File: src/rtl/aes_arb_pkg.sv
// Shared constants for the AES core arbiter: datapath width and FSM encodings.
// Latency: n/a (declarations only).
// Backpressure: n/a.
package aes_arb_pkg;

    localparam int AES_W = 128;

    localparam logic [1:0] IDLE  = 2'd0;
    localparam logic [1:0] START = 2'd1;
    localparam logic [1:0] BUSY  = 2'd2;
    localparam logic [1:0] RESP  = 2'd3;

endpackage

File: src/rtl/aes_arb_if.sv
// Requester-side bundle of the AES arbiter: job request and result return channels.
// Latency: n/a (wires only).
// Backpressure: valid/ready on both the job and the result channel.
interface aes_arb_if #(
    parameter int NREQ = 2
);
    import aes_arb_pkg::*;

    logic [NREQ-1:0]       req_valid;
    logic [NREQ-1:0]       req_ready;
    logic [NREQ*AES_W-1:0] req_plaintext;
    logic [NREQ*AES_W-1:0] req_key;
    logic [NREQ-1:0]       rsp_valid;
    logic [NREQ-1:0]       rsp_ready;
    logic [AES_W-1:0]      rsp_ciphertext;
    logic                  rsp_err;

    // Requesters drive jobs and consume results.
    modport master (
        output req_valid, req_plaintext, req_key, rsp_ready,
        input  req_ready, rsp_valid, rsp_ciphertext, rsp_err
    );

    // The arbiter accepts jobs and returns results.
    modport slave (
        input  req_valid, req_plaintext, req_key, rsp_ready,
        output req_ready, rsp_valid, rsp_ciphertext, rsp_err
    );

endinterface

File: src/rtl/aes_rr_pick.sv
// Round-robin picker: first asserted request at or above ptr, wrapping modulo NREQ.
// Latency: purely combinational.
// Backpressure: none; the caller decides whether the winner is granted.
module aes_rr_pick #(
    parameter int NREQ = 2
) (
    input  logic [NREQ-1:0] req,
    input  logic [1:0]      ptr,
    output logic [1:0]      winner,
    output logic            any
);

    // Walk the requesters starting at ptr; the first hit wins.
    always_comb begin
        logic [2:0] idx;
        idx    = '0;
        winner = 2'd0;
        any    = 1'b0;
        for (int k = 0; k < NREQ; k++) begin
            idx = {1'b0, ptr} + 3'(k);
            if (idx >= 3'(NREQ)) begin
                idx = idx - 3'(NREQ);
            end
            for (int i = 0; i < NREQ; i++) begin
                if (!any && idx == 3'(i) && req[i]) begin
                    any    = 1'b1;
                    winner = 2'(i);
                end
            end
        end
    end

endmodule

File: src/rtl/aes_arb.sv
// Shares one iterative AES-128 core among NREQ requesters with round-robin grant and a watchdog.
// Latency: accept at T, aes_start at T+1, response at T+2+L (L = core latency) or start+TIMEOUT on abort.
// Backpressure: no grant unless idle and aes_ready; a response is held until its owner's rsp_ready.
module aes_arb
    import aes_arb_pkg::*;
#(
    parameter int NREQ    = 2,
    parameter int TIMEOUT = 64
) (
    input  logic             clk,
    input  logic             rst,
    aes_arb_if.slave         bus,
    output logic             aes_start,
    input  logic             aes_ready,
    input  logic             aes_valid,
    output logic [AES_W-1:0] aes_plaintext,
    output logic [AES_W-1:0] aes_key,
    input  logic [AES_W-1:0] aes_ciphertext,
    output logic             busy,
    output logic [1:0]       owner
);

    // Watchdog width: one bit of headroom above TIMEOUT-1 so the compare never sees a wrap.
    function automatic int wdog_width(input int limit);
        return $clog2(limit) + 1;
    endfunction

    localparam int CW = wdog_width(TIMEOUT);

    logic [1:0]       state;
    logic [1:0]       ptr;
    logic [1:0]       winner;
    logic             any;
    logic [AES_W-1:0] pt_q;
    logic [AES_W-1:0] key_q;
    logic [AES_W-1:0] result;
    logic             err_q;
    logic [CW-1:0]    wdog;
    logic [CW-1:0]    wdog_nxt;
    logic             timeout;
    logic [NREQ-1:0]  grant_oh;
    logic [NREQ-1:0]  own_oh;
    logic [AES_W-1:0] sel_pt;
    logic [AES_W-1:0] sel_key;
    logic [1:0]       next_ptr;
    logic             accept;
    logic             rsp_mine;

    aes_rr_pick #(.NREQ(NREQ)) u_pick (
        .req    (bus.req_valid),
        .ptr    (ptr),
        .winner (winner),
        .any    (any)
    );

    // One-hot views of the winner and owner, plus the winner's job data mux.
    always_comb begin
        grant_oh = '0;
        own_oh   = '0;
        sel_pt   = '0;
        sel_key  = '0;
        for (int i = 0; i < NREQ; i++) begin
            grant_oh[i] = (winner == 2'(i));
            own_oh[i]   = (owner == 2'(i));
            if (winner == 2'(i)) begin
                sel_pt  = bus.req_plaintext[i*AES_W +: AES_W];
                sel_key = bus.req_key[i*AES_W +: AES_W];
            end
        end
    end

    // Grant only while idle and the core can take a start, so a stale completion never reaches a new owner.
    assign bus.req_ready      = (state == IDLE && aes_ready && any) ? grant_oh : '0;
    assign bus.rsp_valid      = (state == RESP) ? own_oh : '0;
    assign bus.rsp_ciphertext = result;
    assign bus.rsp_err        = err_q;

    assign accept   = |(bus.req_valid & bus.req_ready);
    assign rsp_mine = |(bus.rsp_ready & own_oh);
    assign next_ptr = (owner == 2'(NREQ - 1)) ? 2'd0 : owner + 2'd1;
    assign wdog_nxt = wdog + CW'(1);
    assign timeout  = (wdog_nxt == CW'(TIMEOUT - 1));

    assign aes_start     = (state == START);
    assign aes_plaintext = pt_q;
    assign aes_key       = key_q;
    assign busy          = (state != IDLE);

    // Sequencer: latch job, pulse start, wait for completion or watchdog, hold result until consumed.
    always_ff @(posedge clk) begin
        if (rst) begin
            state  <= IDLE;
            ptr    <= 2'd0;
            owner  <= 2'd0;
            pt_q   <= '0;
            key_q  <= '0;
            result <= '0;
            err_q  <= 1'b0;
            wdog   <= '0;
        end else begin
            case (state)
                IDLE: begin
                    if (accept) begin
                        pt_q  <= sel_pt;
                        key_q <= sel_key;
                        owner <= winner;
                        state <= START;
                    end
                end
                START: begin
                    wdog  <= '0;
                    state <= BUSY;
                end
                BUSY: begin
                    // A completion in the same cycle as the timeout still counts as success.
                    if (aes_valid) begin
                        result <= aes_ciphertext;
                        err_q  <= 1'b0;
                        state  <= RESP;
                    end else if (timeout) begin
                        result <= '0;
                        err_q  <= 1'b1;
                        state  <= RESP;
                    end else if (wdog != '1) begin
                        wdog <= wdog_nxt;
                    end
                end
                RESP: begin
                    if (rsp_mine) begin
                        ptr   <= next_ptr;
                        state <= IDLE;
                    end
                end
                default: state <= IDLE;
            endcase
        end
    end

endmodule

File: src/flat_wrapper.sv
// flat-port wrapper written by rule: the top's interface ports become plain ports
module aes_arb_flat import aes_arb_pkg::*;
#(
    parameter int NREQ    = 2,
    parameter int TIMEOUT = 64
)
  (clk, rst, aes_start, aes_ready, aes_valid, aes_plaintext, aes_key, aes_ciphertext, busy, owner, bus_req_valid, bus_req_plaintext, bus_req_key, bus_rsp_ready, bus_req_ready, bus_rsp_valid, bus_rsp_ciphertext, bus_rsp_err);
  aes_arb_if #(.NREQ(NREQ)) bus_i ();
  input  logic clk;
  input  logic rst;
  output logic aes_start;
  input  logic aes_ready;
  input  logic aes_valid;
  output logic [AES_W-1:0] aes_plaintext;
  output logic [AES_W-1:0] aes_key;
  input  logic [AES_W-1:0] aes_ciphertext;
  output logic busy;
  output logic [1:0] owner;
  input wire logic [$bits(bus_i.req_valid)-1:0] bus_req_valid;
  input wire logic [$bits(bus_i.req_plaintext)-1:0] bus_req_plaintext;
  input wire logic [$bits(bus_i.req_key)-1:0] bus_req_key;
  input wire logic [$bits(bus_i.rsp_ready)-1:0] bus_rsp_ready;
  output wire logic [$bits(bus_i.req_ready)-1:0] bus_req_ready;
  output wire logic [$bits(bus_i.rsp_valid)-1:0] bus_rsp_valid;
  output wire logic [$bits(bus_i.rsp_ciphertext)-1:0] bus_rsp_ciphertext;
  output wire logic [$bits(bus_i.rsp_err)-1:0] bus_rsp_err;
  assign bus_i.req_valid = bus_req_valid;
  assign bus_i.req_plaintext = bus_req_plaintext;
  assign bus_i.req_key = bus_req_key;
  assign bus_i.rsp_ready = bus_rsp_ready;
  assign bus_req_ready = bus_i.req_ready;
  assign bus_rsp_valid = bus_i.rsp_valid;
  assign bus_rsp_ciphertext = bus_i.rsp_ciphertext;
  assign bus_rsp_err = bus_i.rsp_err;
  aes_arb #(.NREQ(NREQ), .TIMEOUT(TIMEOUT)) u_core (.clk(clk), .rst(rst), .bus(bus_i), .aes_start(aes_start), .aes_ready(aes_ready), .aes_valid(aes_valid), .aes_plaintext(aes_plaintext), .aes_key(aes_key), .aes_ciphertext(aes_ciphertext), .busy(busy), .owner(owner));
endmodule
File: config.mk
export PLATFORM = sky130hd
export DESIGN_NAME = aes_arb_flat
export DESIGN_NICKNAME = d
export VERILOG_FILES = /design/src/rtl/aes_arb_pkg.sv /design/src/rtl/aes_arb_if.sv /design/src/rtl/aes_rr_pick.sv /design/src/rtl/aes_arb.sv /design/src/flat_wrapper.sv
export SDC_FILE = /design/constraint.sdc
export NUM_CORES = 1
export LEC_CHECK = 0
export ABC_AREA = 1
export BUFFER_PORTS_ARGS = -buffer_cell sky130_fd_sc_hd__buf_2
export CORE_AREA = 3 3 409 411
export DETAILED_ROUTE_END_ITERATION = 8
export DIE_AREA = 0 0 412 414
export PLACE_DENSITY_LB_ADDON = 0.05
export SLEW_MARGIN = 20
export SYNTH_ARGS = -nofsm -noshare
export SYNTH_HDL_FRONTEND = slang
export SYNTH_HIERARCHICAL = 1
export SYNTH_SLANG_ARGS = --single-unit
File: constraint.sdc
create_clock -name clk -period 3.6 [get_ports clk]
set_input_delay 0.36 -clock clk [delete_from_list [all_inputs] [get_ports clk]]
set_output_delay 0.36 -clock clk [all_outputs]
set_load 0.03 [all_outputs]
# [Yosys cells after proc, flatten, opt, wreduce, memory -nomap -nowiden]
# Index checks and enable logic that the tools add are counted.
[totals] ff_bits=398 elab_cells=88 out_inout_bits=393 in_bits=648
[op_classes] bitwise_logic=2 reduce_logical=27 muxes=29 n_lt_le_gt_ge=2 addsub=5 eq_ne=15
[ops] cell="128-bit two-way mux" n=6
[ops] cell="7-bit two-way mux" n=3
[ops] cell="2-bit two-way mux" n=9
[ops] cell="7-bit case mux with 2 select lines" n=1
[ops] cell="1-bit logical AND" n=9
[ops] cell="2-bit case mux with 4 select lines" n=1
[ops] cell="7-bit by 1-bit adder with 7-bit output, second input constant" n=1
[ops] cell="7-bit by 6-bit == test with 1-bit output, second input constant" n=1
[ops] cell="1-bit two-way mux" n=7
[ops] cell="7-bit inequality test, second input constant" n=1
[ops] cell="2-bit by 1-bit == test with 1-bit output, second input constant" n=3
[ops] cell="3-bit by 1-bit == test with 1-bit output, second input constant" n=2
[ops] cell="2-bit zero test" n=3
[ops] cell="3-bit zero test" n=2
[ops] cell="3-bit two-way mux" n=2
[ops] cell="2-bit by 1-bit inequality test with 1-bit output, second input constant" n=3
[ops] cell="2-bit AND reduction" n=3
[ops] cell="2-bit nonzero test" n=3
[ops] cell="2-bit bitwise AND" n=2
[ops] cell="2-bit == test, second input constant" n=2
[ops] cell="2-bit inequality test, second input constant" n=2
[ops] cell="4-bit AND reduction" n=1
[ops] cell="2-bit OR reduction" n=2
[ops] cell="2-bit by 1-bit adder with 3-bit output, second input constant" n=1
[ops] cell="other kinds (8)" n=10

# [Longest topological paths before layout]
[logic_depth] word_depth=23 mapped_depth=14

# [Modules after synthesis]
# Netlist, hierarchy kept.
[by_module_without_submodules] module="aes_arb" area_each_um2=16365.7 n_inst=1 cells_each=2136
[by_module_without_submodules] module="aes_rr_pick" area_each_um2=38.8 n_inst=1 cells_each=8

# [Worst setup path before layout]
# Ideal clock, no wire load.
[synth_timing] path_type="register to register" start="register u_core.state[0]" end="register u_core.key_q[125], in the netlist u_core/aes_key[125]" path_buffers=2 setup_time_ns=0.125 period_less_slack_ns=2.273 path_stages_with_launch=12 slack_ns=1.327 t_arrival_ns=2.147 cell_sequence="dfxtp_1 inv_1 ha_1 inv_1 nor2_1 inv_1 nor2_1 nand2_1 nand2_4 buf_2 buf_2 a31oi_1"
[synth_via] elab_chain_len=7
[synth_rtl] item="start: declaration" line_no="aes_arb.sv:30" text="logic [1:0] state;"
[synth_rtl] item="start signal: assignment" line_no="aes_arb.sv:92" text="state <= IDLE;"
[synth_rtl] item="start signal: assignment" line_no="aes_arb.sv:107" text="state <= START;"
[synth_rtl] item="start signal: assignment" line_no="aes_arb.sv:112" text="state <= BUSY;"
[synth_rtl] item="2-bit zero test" line_no="aes_arb.sv:73" text="assign bus.req_ready = (state == IDLE && aes_ready && any) ? grant_oh : '0;"
[synth_rtl] item="1-bit logical AND (2 in series)" line_no="aes_arb.sv:73"
[synth_rtl] item="2-bit two-way mux" line_no="aes_arb.sv:73"
[synth_rtl] item="net bus_req_ready[0]" line_no="flat_wrapper.sv:23" text="output wire logic [$bits(bus_i.req_ready)-1:0] bus_req_ready;"
[synth_rtl] item="2-bit bitwise AND" line_no="aes_arb.sv:78" text="assign accept = |(bus.req_valid & bus.req_ready);"
[synth_rtl] item="2-bit OR reduction" line_no="aes_arb.sv:78"
[synth_rtl] item="2-bit AND reduction (no line)"
[synth_rtl] item="end signal: assignment" line_no="aes_arb.sv:105" text="key_q <= sel_key;"
[synth_rtl] item="end: declaration" line_no="aes_arb.sv:35" text="logic [AES_W-1:0] key_q;"
# The timed path passes the listed nets, and every way through them passes these cells.
# A chain may end at the register's enable or synchronous reset.

# [Worst setup path in the final report]
[layout_timing] start="register u_core.state[1]" end="register u_core.pt_q[85], in the netlist u_core/aes_plaintext[85]"
[layout_via] elab_chain_len=7
[layout_rtl] item="2-bit zero test (*)" line_no="aes_arb.sv:73, aes_arb.sv:101"
[layout_rtl] item="1-bit logical AND (2 in series)" line_no="aes_arb.sv:73"
[layout_rtl] item="2-bit two-way mux" line_no="aes_arb.sv:73"
[layout_rtl] item="2-bit bitwise AND" line_no="aes_arb.sv:78"
[layout_rtl] item="2-bit OR reduction" line_no="aes_arb.sv:78"
[layout_rtl] item="2-bit AND reduction (no line) (*)"
[layout_rtl] item="end signal: assignment" line_no="aes_arb.sv:104" text="pt_q <= sel_pt;"
[layout_rtl] item="end: declaration" line_no="aes_arb.sv:34" text="logic [AES_W-1:0] pt_q;"
# Every way passes the cells marked *; elsewhere a longest branch is shown, timed or not.

==> results.sh <==
export IMPL_use_met1=0.1388
export IMPL_routedWlPerCell_um=19.30
export IMPL_min_path_cells=3
export IMPL_dpl_hpwl_mm=86.14
export IMPL_p_sw_uw=5211
export IMPL_cts_tree="built"
export IMPL_cts_buffers=58
export IMPL_synth_cell_types=31
export IMPL_skew_ns=0.01795
export IMPL_clockBufferDepth=3
export IMPL_period_minus_slack_ns=3.177
export IMPL_ys_seq_area_frac=0.4857
export IMPL_wl_mm=115.4
export IMPL_ys_warnings_count=6
export IMPL_synthSimpleGateAreaFrac=0.2091
export IMPL_nets=4378
export IMPL_clk_latency_ns=0.64
export IMPL_outcome="finished clean"
export IMPL_vdd_drop_max_mv=0.3314
export IMPL_switching_share=0.3417
export IMPL_drive_gt1_frac=0.3345
export IMPL_critPathCaptureType="flip-flop"
export IMPL_combPwrFrac=0.271
export IMPL_core_area_um2=164400
export IMPL_synthMuxAreaShare=0
export IMPL_crit_top_cell="inv_1"
export IMPL_busiest_layer="met2"
export IMPL_worstPathRequired_ns=4.17
export IMPL_grt_max_degree=132
export IMPL_via_count=21280
export IMPL_critPathArrivalTime_ns=3.75
export IMPL_synthXorXnorAreaFrac=0.0005339
export IMPL_path_cells="inv_1 -> ha_1 -> inv_1 -> nor2_1 -> inv_1 -> nor2_1 -> nand2_1 -> nand2_8 -> buf_4 -> o21ai_0 -> a31oi_1 -> dlygate4sd3_1"
export IMPL_grt_pass1_wl_mm=164.0
export IMPL_p_per_area_nw_per_um2=475.4
export IMPL_synth_seq_cells=398
export IMPL_p_leak_uw=0.01435
export IMPL_gr_total_overflow=0
export IMPL_crit_slowest_cell="dlygate4sd3_1"
export IMPL_clkPwrFrac=0.390
export IMPL_layout_cells_non_filler=5978
export IMPL_synth_nets=2799
export IMPL_synth_edf_count=0
export IMPL_route_detailed_drc=0
export IMPL_cp_start_kind="flip-flop"
export IMPL_min_period_over_period=0.8824
export IMPL_clkTransAtPathRegs_ns=0.06
export IMPL_worst_pin_slew_ns=1.077
export IMPL_synth_fa_ha_area_frac=0.005339
export IMPL_syn_area_per_cell_um2=7.651
export IMPL_grt_pass1_vias=22990
export IMPL_slowest_delay_ns=0.56
export IMPL_setup_tns_ns=0
export IMPL_synth_ff_type="dfxtp_1"
export IMPL_cap_viol_max_count=0
export IMPL_hold_class="in2reg"
export IMPL_syn_area_um2=16400
export IMPL_clock_fmax_mhz=314.8
export IMPL_start_util=0.09977
export IMPL_setup_viol_count_final=0
export IMPL_cts_max_level=2
export IMPL_synth_top_family_by_area="compound AO/OA/AOI/OAI gates"
export IMPL_grt_util_met3=0.04963
export IMPL_ioPinCount=1041
export IMPL_num_rows=149
export IMPL_post_cts_setup_buffers=0
export IMPL_syn_to_final_growth_pct=95.55
export IMPL_antenna_found_initial=52
export IMPL_slew_headroom=0.2823
export IMPL_detail_route_antenna_nets=0
export IMPL_synth_compound_area_frac=0.2278
export IMPL_internal_power_uw=10040
export IMPL_dp_cells=5225
export IMPL_crit_type="reg2reg"
export IMPL_routed_via_density=3.559
export IMPL_power_frac_seq=0.339
export IMPL_grt_usage=0.1301
export IMPL_drtPass1Iterations=5
export IMPL_path_max_fanout=46
export IMPL_slew_violations=0
export IMPL_root_buffer="clkbuf_16"
export IMPL_first_iter_violations=683
export IMPL_met2_usage=0.2336
export IMPL_die_area_um2=170600
export IMPL_fillers=19050
export IMPL_cts_sinks=398
export IMPL_hold_viol_final=0
export IMPL_rsz0062_at_grt="no"
export IMPL_die_w_um=412
export IMPL_async_flop_share=0
export IMPL_portBuffers=1040
export IMPL_reg2reg_depth=12
export IMPL_fin_util=0.1951
export IMPL_syn_inst=2144
export IMPL_gp_congestion=0.7410
export IMPL_die_h_um=414
==> power groups by stage <==
| stage | registers [uW] | logic [uW] | clock network, uW |
|---|---|---|---|
| finish | 5160 | 4140 | 5950 |
| floorplan | 6030 | 1280 | 0 |
| global placement | 5290 | 3590 | 0 |
| global route | 5220 | 4540 | 6420 |
| detailed placement | 5260 | 3550 | 0 |
| CTS | 5170 | 4240 | 6290 |
==> flip-flops by register name, indices dropped and copies added (netlist names) <==
name and cells:
u_core/ptr 2, u_core/owner 2, u_core/aes_plaintext 128, u_core/wdog 7, u_core/bus.rsp_err 1, u_core/aes_key 128, u_core/state 2, u_core/bus.rsp_ciphertext 128
==> synthesized netlist by cell type (11+ instances only) <==
library cell,count,area [um^2]
nand2_1,773,2902
o21ai_0,148,740.7
dfxtp_1,398,7968
a31oi_1,256,1602
inv_1,32,120.1
o21ai_1,111,555.5
buf_6,31,349.1
a21oi_1,93,465.5
nor2_1,22,82.58
buf_2,30,150.1
clkbuf_1,117,439.2
a21oi_2,41,359.1
nand2_2,43,269.0
nand3_1,11,55.05
==> what timing repair did <==
item | 4_1_cts | 5_1_grt
hold endpoints to repair | 383 | 0
resized for setup | 0 | 0
hold buffers | 627 | 0
==> through the flow <==
step	hold WS (ns)	setup WS, ns	area (um^2)	total power [uW]
floorplan	0.4577	1.327	16400	7302
global placement	0.4399	0.8444	23840	8875
detailed placement	0.4421	0.9048	23840	8808
CTS	0.002730	0.3313	32020	15710
global route	0.01606	0.09242	32070	16190
finish	0.06988	0.4232	32080	15250
==> logic make-up (layout without fill, tap and decap cells) <==
group,count (synthesis),count (layout)
AOI/OAI and AO/OA,651,651
xor gates and xnor gates,1,1
adders and majority gates,7,7
buffers and inverters,221,1841
DFF,398,398
other,1,26
and+or+nand+nor,865,865
==> per-layer routing <==
metal,vias up,routed length [um]
met2,757,57770
met5,-,127
met4,20,3497
met3,186,10440
li1,10440,-
met1,9870,43520
==> layout make-up <==
| class | instances | area (um^2) | area share |
|---|---|---|---|
| clock buffers | 91 | 1747 | 0.05445 |
| inverters | 35 | 141.4 | 0.004408 |
| repair buffers | 1705 | 11990 | 0.3736 |
| flip-flops and latches | 398 | 7968 | 0.2484 |
| multi-input cells | 1525 | 7282 | 0.2270 |
| well taps | 2189 | 2739 | 0.08538 |
| clock inverters | 10 | 153.9 | 0.004798 |
| diodes | 25 | 62.56 | 0.001950 |
==> worst max-delay path, delay by kind of cell, from the launching register on <==
family | cells | cell delay, ns
buffers and inverters | 5 | 1.27
and+or+nand+nor | 4 | 0.91
DFF | 1 | 0.34
AOI/OAI and AO/OA | 2 | 0.33
adders and majority gates | 1 | 0.19
==> path summary, 6_finish.rpt <==
kind / startpoint / end / slack (ns)
worst max-delay path: u_core/state[1]$_SDFFE_PP0P_ / u_core/aes_plaintext[85]$_SDFFE_PP0P_ / 0.42
worst max register to register: u_core/state[1]$_SDFFE_PP0P_ / u_core/aes_plaintext[85]$_SDFFE_PP0P_ / 0.42
worst min register to register: u_core/bus.rsp_err$_SDFFE_PP0P_ / u_core/bus.rsp_err$_SDFFE_PP0P_ / 0.45
worst min-delay path: bus_req_key[55] / u_core/aes_key[55]$_SDFFE_PP0P_ / 0.07
==> layout by cell type, fill, tap and decap left out, types with 2 or more instances in the layout <==
cell              n
buf_4            21
dfxtp_1         398
nor2_2            3
clkbuf_1         17
nand4_1           6
a31oi_1         256
nor2_4            2
inv_1            30
buf_2          1039
o21ai_1         111
nand3_2           2
a21oi_2          41
o21ai_0         148
dlygate4sd3_1   627
nor2_1           22
buf_12           17
clkbuf_16        59
a21oi_1          93
clkbuf_8         15
nand2_1         773
diode_2          25
inv_2             3
ha_1              7
nand2_2          42
nand3_1          11
bufinv_16         4
clkinv_2          5
No activity file was read; power rests on OpenSTA's default activity.
